## src/rtl/spi_slave_mode_handler.sv

```systemverilog
// SPI slave command handler: runtime SPI mode 0-3, MSB/LSB-first, preload buffer with optional wrap,
// and an RX FIFO feeding the upload arbiter. All SPI pins are oversampled in the clk domain.
module spi_slave_mode_handler #(
  parameter int         TX_DEPTH      = 256,
  parameter int         RX_DEPTH      = 64,
  parameter logic [7:0] FILL_BYTE     = 8'hFF,
  parameter logic [7:0] UPLOAD_SOURCE = 8'h15,
  parameter logic [3:0] DEFAULT_CFG   = 4'h0
) (
  input  logic        clk,
  input  logic        rst_n,
  input  logic [7:0]  cmd_type,
  input  logic [15:0] cmd_length,
  input  logic [7:0]  cmd_data,
  input  logic [15:0] cmd_data_index,
  input  logic        cmd_start,
  input  logic        cmd_data_valid,
  input  logic        cmd_done,
  output logic        cmd_ready,
  input  logic        spi_clk,
  input  logic        spi_cs_n,
  input  logic        spi_mosi,
  output logic        spi_miso,
  output logic        upload_active,
  output logic        upload_req,
  output logic        upload_valid,
  output logic [7:0]  upload_data,
  output logic [7:0]  upload_source,
  input  logic        upload_ready
);
  localparam int TAW = $clog2(TX_DEPTH);
  localparam int TLW = TAW + 1;
  localparam int RAW = $clog2(RX_DEPTH);
  localparam int RCW = RAW + 1;
  localparam logic [16:0] TXD = 17'(TX_DEPTH);

  typedef enum logic {C_IDLE, C_BUSY} cstate_t;

  cstate_t          cstate, cstate_nx;
  logic [7:0]       op;
  logic             upload_en, ovf;
  logic [3:0]       cfg;
  logic [TLW-1:0]   tx_len;
  logic [7:0]       tx_buf [TX_DEPTH];

  logic [2:0]       sclk_s, cs_s;
  logic [1:0]       mosi_s;
  logic             cs_hi, cs_fall, sclk_rise, sclk_fall, smp, shf;
  logic             cpol, cpha, lsb, wrap;

  logic [TLW-1:0]   tx_ptr, ptr_inc, nxt_ptr;
  logic [7:0]       tx_byte, nxt_byte, first_byte, rx_sh, rx_nx, rx_byte;
  logic [2:0]       tx_bit, rx_cnt;
  logic             miso_q, rx_push, first_bit, cur_bit;

  logic [7:0]       fifo [RX_DEPTH];
  logic [RAW-1:0]   wr_ptr, rd_ptr;
  logic [RCW-1:0]   cnt;
  logic             push, pop, full, acc;

  logic             start_acc, dv, ovf_clr, flush;

  assign {wrap, lsb, cpol, cpha} = cfg;

  // ---------------- command bus ----------------
  always_ff @(posedge clk) begin
    if (!rst_n) cstate <= C_IDLE;
    else        cstate <= cstate_nx;
  end

  always_comb begin
    cstate_nx = cstate;
    cmd_ready = 1'b0;
    case (cstate)
      C_IDLE: begin
        cmd_ready = cs_hi;
        if (cmd_start && cs_hi) cstate_nx = C_BUSY;
      end
      C_BUSY: if (cmd_done) cstate_nx = C_IDLE;
      default: cstate_nx = C_IDLE;
    endcase
  end

  assign start_acc = (cstate == C_IDLE) && cs_hi && cmd_start;
  assign dv        = (cstate == C_BUSY) && cmd_data_valid;
  assign ovf_clr   = start_acc && (cmd_type == 8'h15);
  assign flush     = dv && (op == 8'h15) && !cmd_data[0];

  always_ff @(posedge clk) begin
    if (!rst_n) begin
      op        <= 8'h00;
      upload_en <= 1'b0;
      cfg       <= DEFAULT_CFG;
      tx_len    <= '0;
    end else begin
      if (start_acc) begin
        op <= cmd_type;
        if (cmd_type == 8'h14)
          tx_len <= ({1'b0, cmd_length} > TXD) ? TLW'(TX_DEPTH) : cmd_length[TLW-1:0];
      end
      if (dv) begin
        case (op)
          8'h15:   upload_en <= cmd_data[0];
          8'h16:   cfg       <= cmd_data[3:0];
          default: ;
        endcase
      end
    end
  end

  always_ff @(posedge clk) begin
    if (dv && (op == 8'h14) && ({1'b0, cmd_data_index} < TXD))
      tx_buf[cmd_data_index[TAW-1:0]] <= cmd_data;
  end

  // ---------------- SPI front end ----------------
  always_ff @(posedge clk) begin
    if (!rst_n) begin
      sclk_s <= 3'b000;
      cs_s   <= 3'b111;
      mosi_s <= 2'b00;
    end else begin
      sclk_s <= {sclk_s[1:0], spi_clk};
      cs_s   <= {cs_s[1:0], spi_cs_n};
      mosi_s <= {mosi_s[0], spi_mosi};
    end
  end

  assign cs_hi     = cs_s[1];
  assign cs_fall   = cs_s[2] && !cs_s[1];
  assign sclk_rise = sclk_s[1] && !sclk_s[2];
  assign sclk_fall = !sclk_s[1] && sclk_s[2];
  assign smp = !cs_hi && !cs_fall && ((cpol == cpha) ? sclk_rise : sclk_fall);
  assign shf = !cs_hi && !cs_fall && ((cpol == cpha) ? sclk_fall : sclk_rise);

  assign ptr_inc    = tx_ptr + TLW'(1);
  assign first_byte = (tx_len == '0) ? FILL_BYTE : tx_buf[0];
  assign first_bit  = lsb ? first_byte[0] : first_byte[7];
  assign cur_bit    = lsb ? tx_byte[tx_bit] : tx_byte[~tx_bit];
  assign rx_nx      = lsb ? {mosi_s[1], rx_sh[7:1]} : {rx_sh[6:0], mosi_s[1]};

  // Exhausted without wrap: pointer parks at tx_len so FILL_BYTE keeps coming.
  always_comb begin
    nxt_ptr  = ptr_inc;
    nxt_byte = FILL_BYTE;
    if (ptr_inc < tx_len) begin
      nxt_byte = tx_buf[ptr_inc[TAW-1:0]];
    end else if (wrap && (tx_len != '0)) begin
      nxt_ptr  = '0;
      nxt_byte = tx_buf[0];
    end else begin
      nxt_ptr  = tx_len;
    end
  end

  // tx_bit points at the next bit to drive; CPHA=0 drives bit 0 straight from CS fall.
  always_ff @(posedge clk) begin
    if (!rst_n) begin
      tx_ptr  <= '0;
      tx_byte <= FILL_BYTE;
      tx_bit  <= 3'd0;
      rx_cnt  <= 3'd0;
      rx_sh   <= 8'h00;
      rx_byte <= 8'h00;
      rx_push <= 1'b0;
      miso_q  <= 1'b1;
    end else begin
      rx_push <= 1'b0;
      if (cs_hi) begin
        rx_cnt <= 3'd0;
        miso_q <= 1'b1;
      end else if (cs_fall) begin
        tx_ptr  <= '0;
        tx_byte <= first_byte;
        rx_cnt  <= 3'd0;
        if (cpha) begin
          tx_bit <= 3'd0;
        end else begin
          tx_bit <= 3'd1;
          miso_q <= first_bit;
        end
      end else if (smp) begin
        rx_sh  <= rx_nx;
        rx_cnt <= rx_cnt + 3'd1;
        if (rx_cnt == 3'd7) begin
          rx_push <= 1'b1;
          rx_byte <= rx_nx;
          tx_ptr  <= nxt_ptr;
          tx_byte <= nxt_byte;
          tx_bit  <= 3'd0;
        end
      end else if (shf) begin
        miso_q <= cur_bit;
        tx_bit <= tx_bit + 3'd1;
      end
    end
  end

  assign spi_miso = cs_hi | miso_q;

  // ---------------- RX FIFO / upload ----------------
  assign full = (cnt == RCW'(RX_DEPTH));
  assign push = rx_push && upload_en;
  assign pop  = upload_valid && upload_ready;
  assign acc  = push && (!full || pop);

  always_ff @(posedge clk) begin
    if (!rst_n) begin
      wr_ptr <= '0;
      rd_ptr <= '0;
      cnt    <= '0;
      ovf    <= 1'b0;
    end else begin
      if (flush) begin
        wr_ptr <= '0;
        rd_ptr <= '0;
        cnt    <= '0;
      end else begin
        if (acc) wr_ptr <= wr_ptr + RAW'(1);
        if (pop) rd_ptr <= rd_ptr + RAW'(1);
        cnt <= cnt + RCW'(acc) - RCW'(pop);
      end
      if (push && full && !pop) ovf <= 1'b1;
      if (ovf_clr)              ovf <= 1'b0;
    end
  end

  always_ff @(posedge clk) begin
    if (acc) fifo[wr_ptr] <= rx_byte;
  end

  assign upload_valid  = upload_en && (cnt != '0);
  assign upload_req    = upload_valid;
  assign upload_active = upload_valid;
  assign upload_data   = upload_valid ? fifo[rd_ptr] : 8'h00;
  assign upload_source = UPLOAD_SOURCE;

endmodule

```

## config.mk

```make
export PLATFORM = sky130hd
export DESIGN_NAME = spi_slave_mode_handler
export DESIGN_NICKNAME = d
export VERILOG_FILES = /design/src/rtl/spi_slave_mode_handler.sv
export SDC_FILE = /design/constraint.sdc
export NUM_CORES = 2
export LEC_CHECK = 0
export ABC_CLOCK_PERIOD_IN_PS = 6300
export CAP_MARGIN = 25
export CELL_PAD_IN_SITES_DETAIL_PLACEMENT = 2
export CELL_PAD_IN_SITES_GLOBAL_PLACEMENT = 2
export CORE_AREA = 10 10 566 430
export DETAILED_ROUTE_END_ITERATION = 12
export DIE_AREA = 0 0 576 440
export HOLD_SLACK_MARGIN = 0.1
export PLACE_DENSITY = 0.83
export REMOVE_ABC_BUFFERS = 1
export SYNTH_ARGS = -nofsm -noshare
export SYNTH_HDL_FRONTEND = slang
export SYNTH_SLANG_ARGS = --single-unit
```

## constraint.sdc

```tcl
create_clock -name clk -period 6.3 [get_ports clk]
set_clock_uncertainty 0.05 [all_clocks]
set_input_delay 0.945 -clock clk [delete_from_list [all_inputs] [get_ports clk]]
set_output_delay 0.945 -clock clk [all_outputs]
set_load 0.02 [all_outputs]
```

==> run_results.csv <==
group,metric,value,unit
setup_path,worstPathRequired,6.96,ns
place,port_buffers,69,
setup_path,max_stage_delay,0.79,ns
clock_network,clk_pin_slew,0.07,ns
drt,postRouteAntennaNets,0,
setup_path,crit_fanout,29,
cells_and_area,syn_to_final_growth,13.1,%
drt,dr.pass1.iters,5,
grt,grt_pass1_vias,59549,
worst_hold_path,hold_class,"register to register",
floorplanning,row_count,154,
clock_network,cts_tree,"yes",
drt,vias_per_cell,6.92,
clock_network,clock_latency,0.89,ns
floorplanning,ioPinCount,78,
timing,worst_slack,0.458,ns
logic_synthesis,synth.distinct_cells,65,
logic_synthesis,netlist_area,104000,um2
setup_path,cp_top_family,"simple AND/OR/NAND/NOR gates",
place,dp_hpwl,234000,um
drt,drt_iter0_markers,9580,
timing,worst_pin_slew,1.29,ns
clock_network,htreeDepth,5,
logic_synthesis,synth_edf_count,2560,
setup_path,slowest_stage,"dfxtp_4",
setup_path,cp_num_buf_inv,2,
power,p_leak,36.7,nW
grt,grt_max_degree,170,
logic_synthesis,ys_ff_latch,2657,
timing,slew_violations,0,
floorplanning,start_util,0.446,
drt,routed_wl,400000,um
drt,vias,58648,
power,ir_worst_vdd,0.237,mV
clock_network,clock_path_buffers,4,
cells_and_area,final_cell_mix,"2,560 x edfxtp_1, 766 x mux4_2, 364 x nor2_1",
cells_and_area,final_common_cell,"edfxtp_1",
drt,routedWlPerCell,47.2,um
clock_network,cts_setup_buffers,0,
logic_synthesis,ys_seq_area_frac,0.759,
cells_and_area,drive_above_1_share,0.259,
floorplanning,fp.dieArea,253000,um2
setup_path,crit_path_end_kind,"register",
logic_synthesis,yosysWarnings,0,
logic_synthesis,synth-async-reset-ratio,0,
timing,max_freq,171,MHz
timing,setup-tns-final,0,ns
setup_path,start_kind,"register",
cells_and_area,postLayoutCoreUtil,0.505,
timing,hold_violations,0,
grt,grt_pass1_wl,544000,um
cells_and_area,final_nets,5218,
setup_path,crit_arrival,6.50,ns
clock_network,cts_resized,0,
job,maxCapViolCount,0,
grt,gr-total-overflow,0,
logic_synthesis,syn_area_per_cell,21.3,um2
drt,drc,0,
timing,slew_headroom,0.138,
clock_network,clock_sinks,2657,
floorplanning,die_x,576,um
floorplanning,die_y,440,um
setup_path,crit_chain,"nand3_1 -> o21ai_1 -> and2_1 -> buf_4 -> clkinv_1 -> ha_1 -> a2111oi_0 -> o21ai_0 -> o22a_1 -> nand2b_1 -> nor4_1 -> or3_1 -> o2111ai_1",
power,cellPowerDensity,308,nW/um2
grt,grt_antenna_before_repair,35,
timing,rsz0062_at_grt,"no",
place,globalplace.congestion,0.820,
setup_path,path_class,"register to register",
clock_network,numCtsBuffers,271,
logic_synthesis,yosys_most_used_dff,"edfxtp_1",
logic_synthesis,syn-instance-count,4879,
floorplanning,fp.coreArea,233000,um2
place,pre_cts_slack,1.25,ns
timing,period_share,0.927,
grt,grt_use_total,0.307,
clock_network,ctsRootBufferMaster,"clkbuf_16",
timing,post-route-min-period,5.84,ns
timing,hold_ws,0.364,ns
outcome,status,"completed",
clock_network,holdBufCountCts,0,
power,power.total,0.0362,W
timing,setup_viol,0,
==> layout make-up <==
class	instances	area [um2]
antenna	11	27.5
clock buffer	351	7360
clock inverter	124	976
fill	20111	115000
inverter	29	116
multi-input combinational	1916	23600
sequential	2657	78800
tap	3120	3900
timing repair buffer	263	2670
==> metal layers <==
layer  up-vias  track usage  wire length (um)
li1      20734            -                 -
met1     31701        0.399            142000
met2      5021        0.506            194000
met3      1158       0.0669             41800
met4        34        0.127             21200
met5         -            0               208
==> kinds of logic (layout without fill, tap and decap cells) <==
logic type / Yosys count / count (layout) / synth area share
and+or+nand+nor: 848 / 848 / 0.0355
other: 2 / 19 / 0.0000723
muxes: 828 / 828 / 0.172
xor gates and xnor gates: 23 / 23 / 0.00194
DFF: 2657 / 2657 / 0.759
AOI/OAI and AO/OA: 186 / 186 / 0.0129
buffers and inverters: 312 / 767 / 0.0156
adders and majority gates: 23 / 23 / 0.00284
==> where the power goes <==
part / switching [W] / internal, W / total, W
Combinational: 0.000410 / 0.0000716 / 0.000481
Clock: 0.00766 / 0.00879 / 0.0165
Sequential: 0.0000115 / 0.0193 / 0.0193
Total: 0.00808 / 0.0281 / 0.0362
==> final timing paths <==
kind / start / end / slack, ns / cells past startpoint
min reg2reg: cs_s[0] / cs_s[1] / 0.36 / 1
min: cs_s[0] / cs_s[1] / 0.36 / 1
max: tx_ptr[0] / tx_byte[6] / 0.46 / 13
max reg2reg: tx_ptr[0] / tx_byte[6] / 0.46 / 13
==> synthesized netlist by cell type, types with 5 or more instances <==
| cell | number | area share |
|---|---|---|
| and3_1 | 7 | 0.00042 |
| o211a_1 | 17 | 0.0016 |
| buf_6 | 21 | 0.0023 |
| a21oi_1 | 15 | 0.00072 |
| ha_1 | 22 | 0.0027 |
| mux2i_1 | 61 | 0.0059 |
| o211ai_1 | 12 | 0.00087 |
| o31ai_1 | 7 | 0.00051 |
| a22o_1 | 10 | 0.00084 |
| a32oi_1 | 6 | 0.00051 |
| inv_1 | 25 | 0.00090 |
| nand4_1 | 47 | 0.0028 |
| nand2b_1 | 8 | 0.00048 |
| buf_1 | 19 | 0.00069 |
| nand3_1 | 89 | 0.0043 |
| nor3_1 | 17 | 0.00082 |
| a31oi_1 | 18 | 0.0011 |
| nand2_1 | 242 | 0.0087 |
| nor4_1 | 9 | 0.00054 |
| or3_1 | 8 | 0.00048 |
| mux4_2 | 766 | 0.17 |
| o221ai_1 | 5 | 0.00042 |
| edfxtp_1 | 2560 | 0.74 |
| nor2_1 | 366 | 0.013 |
| a22oi_1 | 7 | 0.00051 |
| o22ai_1 | 7 | 0.00042 |
| xnor2_1 | 7 | 0.00059 |
| and2_1 | 20 | 0.0012 |
| o21ai_0 | 30 | 0.0014 |
| xor2_1 | 16 | 0.0013 |
| dfxtp_1 | 97 | 0.019 |
| clkbuf_1 | 134 | 0.0048 |
| nor2b_1 | 17 | 0.0010 |
| a21boi_0 | 24 | 0.0017 |
| buf_4 | 36 | 0.0026 |
| a221oi_1 | 10 | 0.00084 |
| buf_2 | 68 | 0.0033 |
==> metrics by stage <==
stage          cell area (um2)  instances
2_1_floorplan           102000       4602
3_3_place_gp            108000       7898
3_5_place_dp            108000       7899
4_1_cts                 117000       8374
5_1_grt                 117000       8462
6_report                117000       8471
==> sequential cells by signal, summed over array words and instances, names as in the netlist, named ones only <==
signal,flops
tx_ptr,9
cstate,1
mosi_s,2
rx_sh,8
miso_q,1
tx_byte,8
sclk_s,3
rd_ptr,6
fifo,512
rx_byte,8
rx_cnt,3
cnt,7
cs_s,3
cfg,4
op,8
upload_en,1
tx_len,9
tx_buf,2048
tx_bit,3
wr_ptr,6
rx_push,1
Power figures use the tool's default switching activity.
